[src/rtl/fetch_pkg.sv]
// Shared types and defaults for the instruction-fetch controller.
package fetch_pkg;

  typedef enum logic [1:0] {
    BOOT  = 2'd0,
    FETCH = 2'd1,
    HOLD  = 2'd2,
    ERROR = 2'd3
  } fetch_state_t;

  localparam int DEF_ADDR_W   = 32;
  localparam int DEF_MAX_WAIT = 15;
  localparam int DEF_CNT_W    = 8;

  // Bubble instruction (addi x0,x0,0) that IF/ID holds after a flush.
  localparam logic [31:0] NOP_INSTR = 32'h00000013;

endpackage

[src/rtl/fetch_wait_timer.sv]
// Counts cycles spent waiting for imem_ack and flags the last permitted one.
module fetch_wait_timer #(
  parameter int MAX_WAIT = 15,
  parameter int CNT_W    = 8
) (
  input  logic clk,
  input  logic reset,
  input  logic clr,
  input  logic en,
  output logic timeout
);

  logic [CNT_W-1:0] wait_cnt;

  // Wait counter: clear has priority over count.
  always_ff @(posedge clk) begin
    if (reset || clr) begin
      wait_cnt <= '0;
    end else if (en) begin
      wait_cnt <= wait_cnt + 1'b1;
    end
  end

  assign timeout = (wait_cnt == CNT_W'(MAX_WAIT - 1));

endmodule

[src/rtl/fetch_ctrl.sv]
// Instruction-fetch sequencer: PC/IF-ID control, stall/redirect arbitration,
// redirect holding across an in-flight fetch, and hung-memory detection.
//
// state | meaning
// BOOT  | one cycle after reset, IF/ID flushed, no request
// FETCH | request outstanding for current PC
// HOLD  | fetched data refused by ID stall; PC re-fetched on exit
// ERROR | memory timed out; only reset leaves
module fetch_ctrl
  import fetch_pkg::*;
#(
  parameter int ADDR_W   = DEF_ADDR_W,
  parameter int MAX_WAIT = DEF_MAX_WAIT,
  parameter int CNT_W    = DEF_CNT_W
) (
  input  logic              clk,
  input  logic              reset,
  input  logic              stall_ID,
  input  logic              branch_taken,
  input  logic [ADDR_W-1:0] PC_Branch,
  input  logic              imem_ack,
  output logic              imem_req,
  output logic              PC_write,
  output logic              PCSrc,
  output logic [ADDR_W-1:0] PC_Branch_IF,
  output logic              IF_ID_write,
  output logic              IF_ID_flush,
  output logic              fetch_valid,
  output logic              imem_err
);

  fetch_state_t      state, state_nxt;
  logic              pend, pend_nxt;
  logic [ADDR_W-1:0] tgt_q, tgt_nxt;
  logic              cnt_clr, cnt_en, timeout, to_err;

  fetch_wait_timer #(
    .MAX_WAIT(MAX_WAIT),
    .CNT_W   (CNT_W)
  ) u_timer (
    .clk    (clk),
    .reset  (reset),
    .clr    (cnt_clr),
    .en     (cnt_en),
    .timeout(timeout)
  );

  // An older held redirect always wins over whatever EX presents now.
  assign PC_Branch_IF = pend ? tgt_q : PC_Branch;

  // State, redirect latch and registered status outputs.
  always_ff @(posedge clk) begin
    if (reset) begin
      state       <= BOOT;
      pend        <= 1'b0;
      tgt_q       <= '0;
      fetch_valid <= 1'b0;
      imem_err    <= 1'b0;
    end else begin
      state <= state_nxt;
      pend  <= pend_nxt;
      tgt_q <= tgt_nxt;
      if (IF_ID_flush) begin
        fetch_valid <= 1'b0;
      end else if (IF_ID_write) begin
        fetch_valid <= 1'b1;
      end
      if (to_err) begin
        imem_err <= 1'b1;
      end
    end
  end

  // Next-state and control outputs.
  always_comb begin
    state_nxt   = state;
    pend_nxt    = pend;
    tgt_nxt     = tgt_q;
    imem_req    = 1'b0;
    PC_write    = 1'b0;
    PCSrc       = 1'b0;
    IF_ID_write = 1'b0;
    IF_ID_flush = 1'b0;
    cnt_clr     = 1'b1;
    cnt_en      = 1'b0;
    to_err      = 1'b0;
    case (state)
      BOOT: begin
        IF_ID_flush = 1'b1;
        state_nxt   = FETCH;
      end
      FETCH: begin
        imem_req = 1'b1;
        cnt_clr  = 1'b0;
        if (!imem_ack) begin
          if (branch_taken && !pend) begin
            pend_nxt    = 1'b1;
            tgt_nxt     = PC_Branch;
            IF_ID_flush = 1'b1;
          end else begin
            cnt_en = 1'b1;
          end
          if (timeout) begin
            state_nxt = ERROR;
            to_err    = 1'b1;
          end
        end else begin
          cnt_clr = 1'b1;
          if (pend || branch_taken) begin
            // Data belongs to the squashed path: drop it and redirect.
            IF_ID_flush = 1'b1;
            PC_write    = 1'b1;
            PCSrc       = 1'b1;
            pend_nxt    = 1'b0;
          end else if (stall_ID) begin
            state_nxt = HOLD;
          end else begin
            PC_write    = 1'b1;
            IF_ID_write = 1'b1;
          end
        end
      end
      HOLD: begin
        if (branch_taken) begin
          pend_nxt    = 1'b1;
          tgt_nxt     = PC_Branch;
          IF_ID_flush = 1'b1;
          state_nxt   = FETCH;
        end else if (!stall_ID) begin
          state_nxt = FETCH;
        end
      end
      ERROR: begin
        IF_ID_flush = 1'b1;
      end
      default: begin
        state_nxt = BOOT;
      end
    endcase
  end

endmodule

[config.mk]
export PLATFORM = sky130hd
export DESIGN_NAME = fetch_ctrl
export DESIGN_NICKNAME = d
export VERILOG_FILES = /design/src/rtl/fetch_pkg.sv /design/src/rtl/fetch_wait_timer.sv /design/src/rtl/fetch_ctrl.sv
export SDC_FILE = /design/constraint.sdc
export NUM_CORES = 1
export LEC_CHECK = 0
export BUFFER_PORTS_ARGS = -buffer_cell sky130_fd_sc_hd__buf_2
export CORE_MARGIN = 1.5
export CORE_UTILIZATION = 40
export CTS_CLUSTER_SIZE = 25
export DETAILED_ROUTE_END_ITERATION = 7
export PLACE_DENSITY = 0.66
export SETUP_SLACK_MARGIN = 0.2
export SYNTH_ARGS = -nofsm -noshare
export SYNTH_HDL_FRONTEND = slang
export SYNTH_SLANG_ARGS = --single-unit
[constraint.sdc]
create_clock -name clk -period 1.8 [get_ports clk]
set_input_delay 0.45 -clock clk [delete_from_list [all_inputs] [get_ports clk]]
set_output_delay 0.45 -clock clk [all_outputs]
set_load 0.02 [all_outputs]
==> flow_summary_export.csv, run 1 <==
group,metric,value,unit
routing,vias_per_cell,5.013,
timing,slew_viol_final,0,
min_path,hold_path.startpoint,"PC_Branch[4]",
critical_path,crit_path_start_kind,"register",
pwr,p_leak,1.758,nW
grt,grt_overflow_total,0,
grt,grt_use_total,18.23,%
grt,antenna_found_initial,0,
routing,wl_per_cell,14.95,um
synthesis,synth_edf_count,0,
critical_path,worst-r2r-cell-count,10,
critical_path,cp.required,1.35,ns
critical_path,worst-setup-path-type,"register to primary output",
critical_path,critPathArrivalTime,1.45,ns
floorplanning,rows,27,
timing,period_needed,1.897,ns
synthesis,synthesis.nets,266,
grt,grt_pass1_vias,1944,
clocking,cts_htree_levels,2,
synthesis,synthesis.area,2277,um2
cells_and_area,final_nets,363,
timing,relSlewSlack,75.28,%
timing,finalSetupViolCount,59,
synthesis,ys_warn_count,0,
grt,grt_max_degree,23,
pwr,p_per_area,948.7,nW/um2
timing,rsz0062_at_grt,"true",
timing,fin_crit_sh,105.4,%
cells_and_area,antenna_cells,0,
clocking,cts_root_buffer,"clkbuf_8",
synthesis,ys_seq_area_share,39.56,%
critical_path,max_stage_delay,0.38,ns
critical_path,endpoint,"PC_write",
synthesis,ys_seq_elements,45,
place,hpwl,3292,um
floorplanning,die_x,78.45,um
outcome,violations,"negative setup slack",
clocking,clock_sinks,45,
synthesis,synthCells,224,
clocking,cts_buffer_depth,2,
critical_path,crit_chain,"inv_4 > ha_4 > and3b_2 > or2_4 > buf_6",
timing,final.setup.tns,-1.609,ns
cells_and_area,drive_above_1_share,53.11,%
synthesis,synthFlopType,"dfxtp_1",
floorplanning,io_pins,76,
routing,wirelength,5891,um
clocking,holdBufCountCts,0,
place,portBuffers,75,
clocking,path_clk_slew,0.08,ns
critical_path,r2r_slack,-0.07,ns
outcome,status,"finished, violations left",
flow_run,cap_violations,0,
critical_path,rr_startpoint,"state[1]",
synthesis,synth_top_area_share,39.56,%
timing,finalHoldViolCount,0,
floorplanning,die_area,6154,um2
timing,max_freq,527.0,MHz
floorplanning,die_h,78.45,um
clocking,cts_tree,"yes",
routing,vias,1975,
pwr,total_power,0.003427,W
synthesis,syn_avg_cell_area,10.17,um2
routing,drtIter0Drc,49,
floorplanning,core_region_area,5507,um2
min_path,worstHoldPathType,"input port to register",
synthesis,ys_top_cells_by_area,"dfxtp_1 (40%), mux2_2 (16%), mux2i_1 (14%)",
timing,tightestPinTransition,0.3674,ns
critical_path,worstSetupEndpointType,"primary output",
place,gp_congestion,0.7616,
critical_path,crit_slowest_cell,"dfxtp_4",
routing,ant_nets,0,
timing,worst_slack,-0.09750,ns
routing,first_pass_iters,4,
floorplanning,initial_utilization,41.35,%
clocking,cts_inserted_buffers,5,
critical_path,cp-startpoint,"state[1]",
synthesis,synth.most_common_cell,"dfxtp_1",
critical_path,r2r_end,"tgt_q[13]",
critical_path,path_max_fanout,7,
synthesis,synth_top_area_cell,"dfxtp_1",
pwr,peakVddDrop,0.5238,mV
routing,drc_errors,0,
cells_and_area,area_growth,58.63,%
synthesis,synth_cell_types,38,
synthesis,async_flop_share,0,%
timing,finClkSkew,0.002828,ns
synthesis,synthTopCellsByCount,"dfxtp_1 (45), nor2_1 (42), mux2_2 (32), mux2i_1 (32)",
place,place_ws,0.05348,ns
clocking,clkLatencyLatePin,0.29,ns
grt,grt_pass1_wl,8914,um
flip-flops by register name, summed over array words and instances, names as in the netlist:
signal and count:
fetch_valid 1, u_timer.wait_cnt 8, tgt_q 32, imem_err 1, state 2, pend 1
worst min path at each step:
stage | to | slack [ns] | cells past startpoint
after global routing | tgt_q[19] | 0.39 | 3
after detailed placement | imem_err | 0.46 | 2
after floorplan | tgt_q[0] | 0.46 | 2
final | tgt_q[4] | 0.40 | 3
after global placement | imem_err | 0.46 | 2
after CTS | tgt_q[30] | 0.39 | 3
worst max-delay path: cells and delay by family, from the launching register on:
family        cells  cell delay, ns
simple gates      2            0.43
fa+ha+maj         1            0.17
flops             1            0.38
buf+inv           2            0.17
layout by cell type, fill, tap and decap left out, types with 2 or more instances in the layout:
| cell | n |
|---|---|
| dfxtp_4 | 3 |
| nor2_1 | 42 |
| buf_6 | 45 |
| clkbuf_8 | 7 |
| and3_1 | 2 |
| nand2_1 | 3 |
| mux2_4 | 32 |
| xor2_1 | 5 |
| nand4_1 | 4 |
| dfxtp_1 | 42 |
| mux2i_2 | 4 |
| mux2i_1 | 27 |
| clkbuf_16 | 2 |
| inv_1 | 3 |
| nor3_1 | 2 |
| buf_4 | 12 |
| nor4_4 | 2 |
| buf_2 | 38 |
| and2_1 | 2 |
| buf_12 | 3 |
| nand3_1 | 2 |
| o21ai_0 | 2 |
| buf_16 | 4 |
| ha_1 | 3 |
through the flow:
stage	std cells	area [um2]	utilization (%)	hold slack, ns
2_1_floorplan	224	2322	-	0.4576
3_3_place_gp	364	2771	50.33	0.4622
3_5_place_dp	364	2771	50.33	0.4628
4_1_cts	390	3278	59.53	0.3948
5_1_grt	394	3612	65.60	0.3914
6_report	394	3612	65.60	0.4040
cells by family (layout without fill, tap and decap cells):
family | Yosys count | after routing | synth area share, %
simple gates | 71 | 71 | 15.60
mux | 64 | 64 | 29.89
flops | 45 | 45 | 39.56
buf+inv | 19 | 117 | 5.000
compound gates | 14 | 14 | 4.891
xor+xnor | 6 | 6 | 2.308
fa+ha+maj | 5 | 5 | 2.747
metal layers:
| metal | vias up | global-route usage (%) | part of all wire (%) | routed length [um] |
|---|---|---|---|---|
| li1 | 973 | - | - | - |
| met1 | 946 | 22.33 | 44 | 2608 |
| met2 | 47 | 32.96 | 51 | 3008 |
| met3 | 9 | 2.209 | 3.3 | 195 |
| met4 | 0 | 5.893 | 1.3 | 78 |
| met5 | - | 0 | 0 | 0 |
cell type report:
| type | instances | area [um2] |
|---|---|---|
| timing repair buffer | 104 | 1007 |
| fill | 460 | 1894 |
| multi-input combinational | 160 | 1480 |
| clock buffer | 7 | 96.34 |
| clock inverter | 1 | 5.005 |
| tap | 72 | 90.09 |
| inverter | 5 | 21.27 |
| sequential | 45 | 912.1 |
repair_timing:
action	CTS	global route
pin swaps	5	7
gates resized for setup	59	78
endpoints found under the hold margin	0	0
setup buffers	14	2
endpoints found under the setup margin	68	73
gates cloned	4	2
power breakdown:
| part | switching (W) | internal (W) | leakage [nW] |
|---|---|---|---|
| Sequential | 0.0000544 | 0.00108 | 0.367 |
| Clock | 0.000336 | 0.000347 | 0.0542 |
| Combinational | 0.000695 | 0.000918 | 1.34 |
Power figures use the tool's default switching activity.
==> run 2, diff against run 1 <==
Settings changed: CORE_UTILIZATION 40 to 45, PLACE_DENSITY 0.66 to 0.75, TNS_END_PERCENT set to 10.
Clock period 1.8 ns to 1.65 ns, I/O delays scaled along.
==> flow_summary_export.csv, run 2 (same netlist as run 1, synthesis figures left out) <==
group,metric,value,unit
outcome,status,"finished, violations left",
outcome,violations,"negative setup slack",
clocking,clock_sinks,45,
clocking,path_clk_slew,0.08,ns
floorplanning,die_x,74.14,um
clocking,cts_tree,"yes",
routing,drc_errors,0,
floorplanning,core_region_area,4786,um2
cells_and_area,antenna_cells,0,
critical_path,worst-setup-path-type,"register to primary output",
grt,grt_pass1_vias,1677,
min_path,worstHoldPathType,"input port to register",
cells_and_area,largest_register_ffs,32,
pwr,peakVddDrop,0.6667,mV
flow_run,cap_violations,0,
cells_and_area,largestRegisters,"tgt_q (32), u_timer.wait_cnt (8), state (2)",
critical_path,crit_path_start_kind,"register",
routing,wirelength,4854,um
clocking,cts_root_buffer,"clkbuf_8",
timing,period_needed,1.876,ns
cells_and_area,drive_above_1_share,49.03,%
floorplanning,initial_utilization,47.58,%
routing,ant_nets,0,
timing,finalSetupViolCount,68,
routing,vias,1883,
critical_path,cp.required,1.24,ns
timing,slew_viol_final,0,
clocking,cts_htree_levels,2,
timing,finClkSkew,0.006051,ns
routing,drtIter0Drc,63,
timing,final.setup.tns,-9.765,ns
cells_and_area,most-common-layout-cells,"buf_2 (68), nor2_1 (42), dfxtp_1 (42)",
clocking,cts_buffer_depth,2,
grt,grt_use_total,16.74,%
timing,rsz0062_at_grt,"true",
floorplanning,die_area,5496,um2
routing,wl_per_cell,12.88,um
routing,first_pass_iters,4,
grt,grt_max_degree,26,
cells_and_area,regMostFlops,"tgt_q",
critical_path,critPathArrivalTime,1.46,ns
timing,tightestPinTransition,0.3748,ns
routing,vias_per_cell,4.995,
clocking,holdBufCountCts,0,
pwr,p_leak,1.516,nW
grt,grt_pass1_wl,7279,um
timing,finalHoldViolCount,0,
cells_and_area,final_nets,351,
critical_path,path_max_fanout,8,
place,gp_congestion,0.7554,
timing,max_freq,533.0,MHz
place,place_ws,-0.04091,ns
timing,fin_crit_sh,113.7,%
place,portBuffers,75,
grt,antenna_found_initial,0,
cells_and_area,final_common_cell,"buf_2",
cells_and_area,fin_area,3084,um2
cells_and_area,area_growth,35.44,%
cells_and_area,multi_input_area,1345,um2
cells_and_area,regArea,912.1,um2
place,place_area,2801,um2
timing,worst_slack,-0.2261,ns
timing,relSlewSlack,74.78,%
floorplanning,rows,25,
place,hpwl,3317,um
cells_and_area,post-route-util,64.44,%
clocking,cts_inserted_buffers,5,
clocking,clkLatencyLatePin,0.29,ns
cells_and_area,fillers,412,
critical_path,worstSetupEndpointType,"primary output",
pwr,p_per_area,1033,nW/um2
floorplanning,io_pins,76,
floorplanning,die_h,74.14,um
grt,grt_overflow_total,0,
run 2: changes by cell type in the layout (fill, tap and decap cells not counted), sizes merged:
cell,delta
clkbuf,-1
clkinv,+1
buf,-12
run 2: repair_timing:
item                                    CTS  global route
setup buffers                             3             1
gates resized for setup                  17            15
endpoints found under the setup margin   71            78
gates cloned                              0             2
pin swaps                                10            10
run 2: path summary, 6_finish.rpt:
check | start | to | slack (ns) | depth (start not counted)
worst max register to register | state[1] | tgt_q[22] | -0.18 | 9
worst min register to register | imem_err | imem_err | 0.49 | 2
worst max-delay path | state[1] | PC_write | -0.23 | 5
worst min-delay path | reset | state[1] | 0.34 | 2
run 2: layout make-up:
cell class                 instances  area share [%]
clock inverter                     2          0.4462
multi-input combinational        160           43.61
sequential                        45           29.57
tap                               67           2.718
inverter                           5          0.7708
timing repair buffer              92           20.20
clock buffer                       6           2.677
run 2: stage by stage:
step / total power (W) / std cells / hold WS [ns]
6_report: 0.003187 / 377 / 0.3365
5_1_grt: 0.003363 / 377 / 0.3394
4_1_cts: 0.003129 / 374 / 0.3302
3_5_place_dp: 0.002338 / 363 / 0.4794
3_3_place_gp: 0.002325 / 363 / 0.4653
2_1_floorplan: 0.002047 / 224 / 0.4576
run 2: power by group:
part | internal [W] | switching (W)
registers | 0.00117 | 0.0000748
logic | 0.000627 | 0.000607
clock network | 0.000340 | 0.000365
run 2: critical path, stage by stage (launching register included):
cell and delay [ns]:
dfxtp_4 0.38, inv_4 0.04, ha_4 0.18, and3b_2 0.21, or2_4 0.23, buf_6 0.13
run 2: routing by layer:
layer | track usage (%) | vias up | wire length, um
met1 | 19.97 | 878 | 2153
met3 | 3.794 | 4 | 191
met4 | 4.938 | 0 | 34
met5 | 0 | - | 0
met2 | 29.86 | 43 | 2475
li1 | - | 958 | -
==> run 3, diff against run 2 <==
Settings changed: CORE_UTILIZATION 45 to 26, HOLD_SLACK_MARGIN set to 0.08, PLACE_DENSITY 0.75 to not set.
Clock period 1.65 ns to 2.25 ns, I/O delays scaled along.
==> flow_summary_export.csv, run 3 (same netlist as run 1, synthesis figures left out) <==
group,metric,value,unit
outcome,status,"finished clean",
clocking,clkLatencyLatePin,0.29,ns
clocking,path_clk_slew,0.08,ns
routing,drtIter0Drc,30,
grt,grt_pass1_vias,1614,
pwr,p_int,0.001653,W
cells_and_area,antenna_cells,0,
critical_path,crit_slowest_cell,"dfxtp_4",
timing,rsz0062_at_grt,"true",
grt,grt_overflow_total,0,
critical_path,endpoint,"IF_ID_flush",
place,dp_cells,396,
routing,ant_nets,0,
critical_path,max_stage_delay,0.38,ns
timing,period_needed,1.998,ns
critical_path,cp.required,1.69,ns
timing,final.setup.tns,0,ns
floorplanning,initial_utilization,27.30,%
critical_path,critPathArrivalTime,1.44,ns
pwr,p_leak,1.483,nW
cells_and_area,final_nets,349,
timing,max_freq,500.4,MHz
floorplanning,core_region_area,8341,um2
critical_path,worst-setup-path-type,"register to primary output",
timing,finalSetupViolCount,0,
grt,grt_pass1_wl,7645,um
cells_and_area,fillers,874,
timing,tightestPinTransition,0.3761,ns
clocking,clock_sinks,45,
flow_run,cap_violations,0,
routing,first_pass_iters,4,
routing,vias_per_cell,4.545,
critical_path,r2r_slack,0.38,ns
critical_path,crit_path_start_kind,"register",
place,gp_congestion,0.7800,
routing,drc_errors,0,
pwr,p_clk_share,26.1,%
cells_and_area,post-route-util,36.35,%
pwr,pwr-share-comb,36.6,%
clocking,holdBufCountCts,0,
floorplanning,die_h,96.59,um
grt,grt_use_total,10.75,%
clocking,cts_inserted_buffers,5,
critical_path,rr_startpoint,"state[1]",
min_path,worstHoldPathType,"register to register",
floorplanning,io_pins,76,
cells_and_area,largest_register_ffs,32,
critical_path,cp-startpoint,"state[0]",
place,hpwl,3502,um
critical_path,crit_chain,"inv_1 > ha_4 > a211oi_2 > a31oi_2 > buf_4",
pwr,p_per_area,796.5,nW/um2
cells_and_area,largestRegisters,"tgt_q (32), u_timer.wait_cnt (8), state (2)",
cells_and_area,area_growth,33.13,%
cells_and_area,regMostFlops,"tgt_q",
cells_and_area,final_common_cell,"buf_2",
floorplanning,die_x,96.59,um
timing,finClkSkew,0.005784,ns
pwr,switchingPower,0.0007617,W
grt,antenna_found_initial,0,
timing,fin_crit_sh,88.82,%
clocking,cts_htree_levels,2,
place,portBuffers,75,
routing,wirelength,4928,um
cells_and_area,final_cells,413,
routing,wl_per_cell,11.93,um
place,place_area,2741,um2
critical_path,r2r_end,"tgt_q[9]",
cells_and_area,most-common-layout-cells,"buf_2 (72), nor2_1 (42), dfxtp_1 (42)",
timing,slew_viol_final,0,
routing,vias,1877,
critical_path,worst-r2r-cell-count,9,
clocking,cts_tree,"yes",
pwr,peakVddDrop,0.2927,mV
pwr,swShare,31.55,%
cells_and_area,drive_above_1_share,47.40,%
floorplanning,die_area,9329,um2
critical_path,path_max_fanout,3,
clocking,cts_buffer_depth,2,
pwr,seqPwrFrac,37.3,%
timing,relSlewSlack,74.93,%
timing,finalHoldViolCount,0,
cells_and_area,fin_area,3032,um2
grt,grt_max_degree,22,
floorplanning,rows,33,
clocking,cts_root_buffer,"clkbuf_8",
critical_path,worstSetupEndpointType,"primary output",
## run 3: routing by layer
metal / vias to the layer above / routed length [um] / GRT usage (%)
met5: - / 0 / 0
met3: 6 / 293 / 2.660
met1: 873 / 2230 / 12.98
met2: 56 / 2323 / 18.18
met4: 0 / 80 / 4.348
li1: 942 / - / -
## run 3: power by group through the flow
stage | sequential (W) | combinational (W) | clock (W)
finish | 0.000901 | 0.000884 | 0.000630
CTS | 0.000896 | 0.000829 | 0.000676
detailed placement | 0.000910 | 0.000756 | 0
global route | 0.000909 | 0.000963 | 0.000711
floorplan | 0.000898 | 0.000581 | 0
global placement | 0.000907 | 0.000749 | 0
## run 3: worst min path at each step
| stage | cells past startpoint | slack, ns | end | start |
|---|---|---|---|---|
| after detailed placement | 2 | 0.47 | imem_err | imem_err |
| final | 2 | 0.48 | imem_err | imem_err |
| after global routing | 3 | 0.50 | tgt_q[10] | PC_Branch[10] |
| after floorplan | 2 | 0.46 | tgt_q[0] | tgt_q[0] |
| after CTS | 2 | 0.49 | imem_err | imem_err |
| after global placement | 2 | 0.46 | imem_err | imem_err |
## run 3: through the flow
stage | hold WS (ns) | worst slack [ns] | power (W)
final | 0.4795 | 0.2516 | 0.002415
after global routing | 0.4953 | 0.1603 | 0.002582
after global placement | 0.4639 | 0.2880 | 0.001656
after floorplan | 0.4576 | 0.3038 | 0.001478
after detailed placement | 0.4737 | 0.2278 | 0.001666
after CTS | 0.4883 | 0.1515 | 0.002402
## run 3: area by class of cell
class | instances | area (um2) | share of cell area [%]
clock buffers | 7 | 86.33 | 2.848
clock inverters | 1 | 30.03 | 0.9905
inverters | 5 | 18.77 | 0.6191
multi-input cells | 160 | 1325 | 43.71
flip-flops and latches | 45 | 909.6 | 30.00
well taps | 105 | 131.4 | 4.333
repair buffers | 90 | 530.5 | 17.50
## run 3: timing repair
item | CTS | global route
resized for setup | 11 | 13
pin swaps | 1 | 3
setup buffers | 4 | 5
cloned | 0 | 0
endpoints found under the setup margin | 36 | 35
endpoints found under the hold margin | 0 | 0
## run 3: worst max-delay path: cells and delay by family (launching register included)
kind	cells	cell delay, ns
flops	1	0.38
compound gates	2	0.27
buf+inv	2	0.25
fa+ha+maj	1	0.24
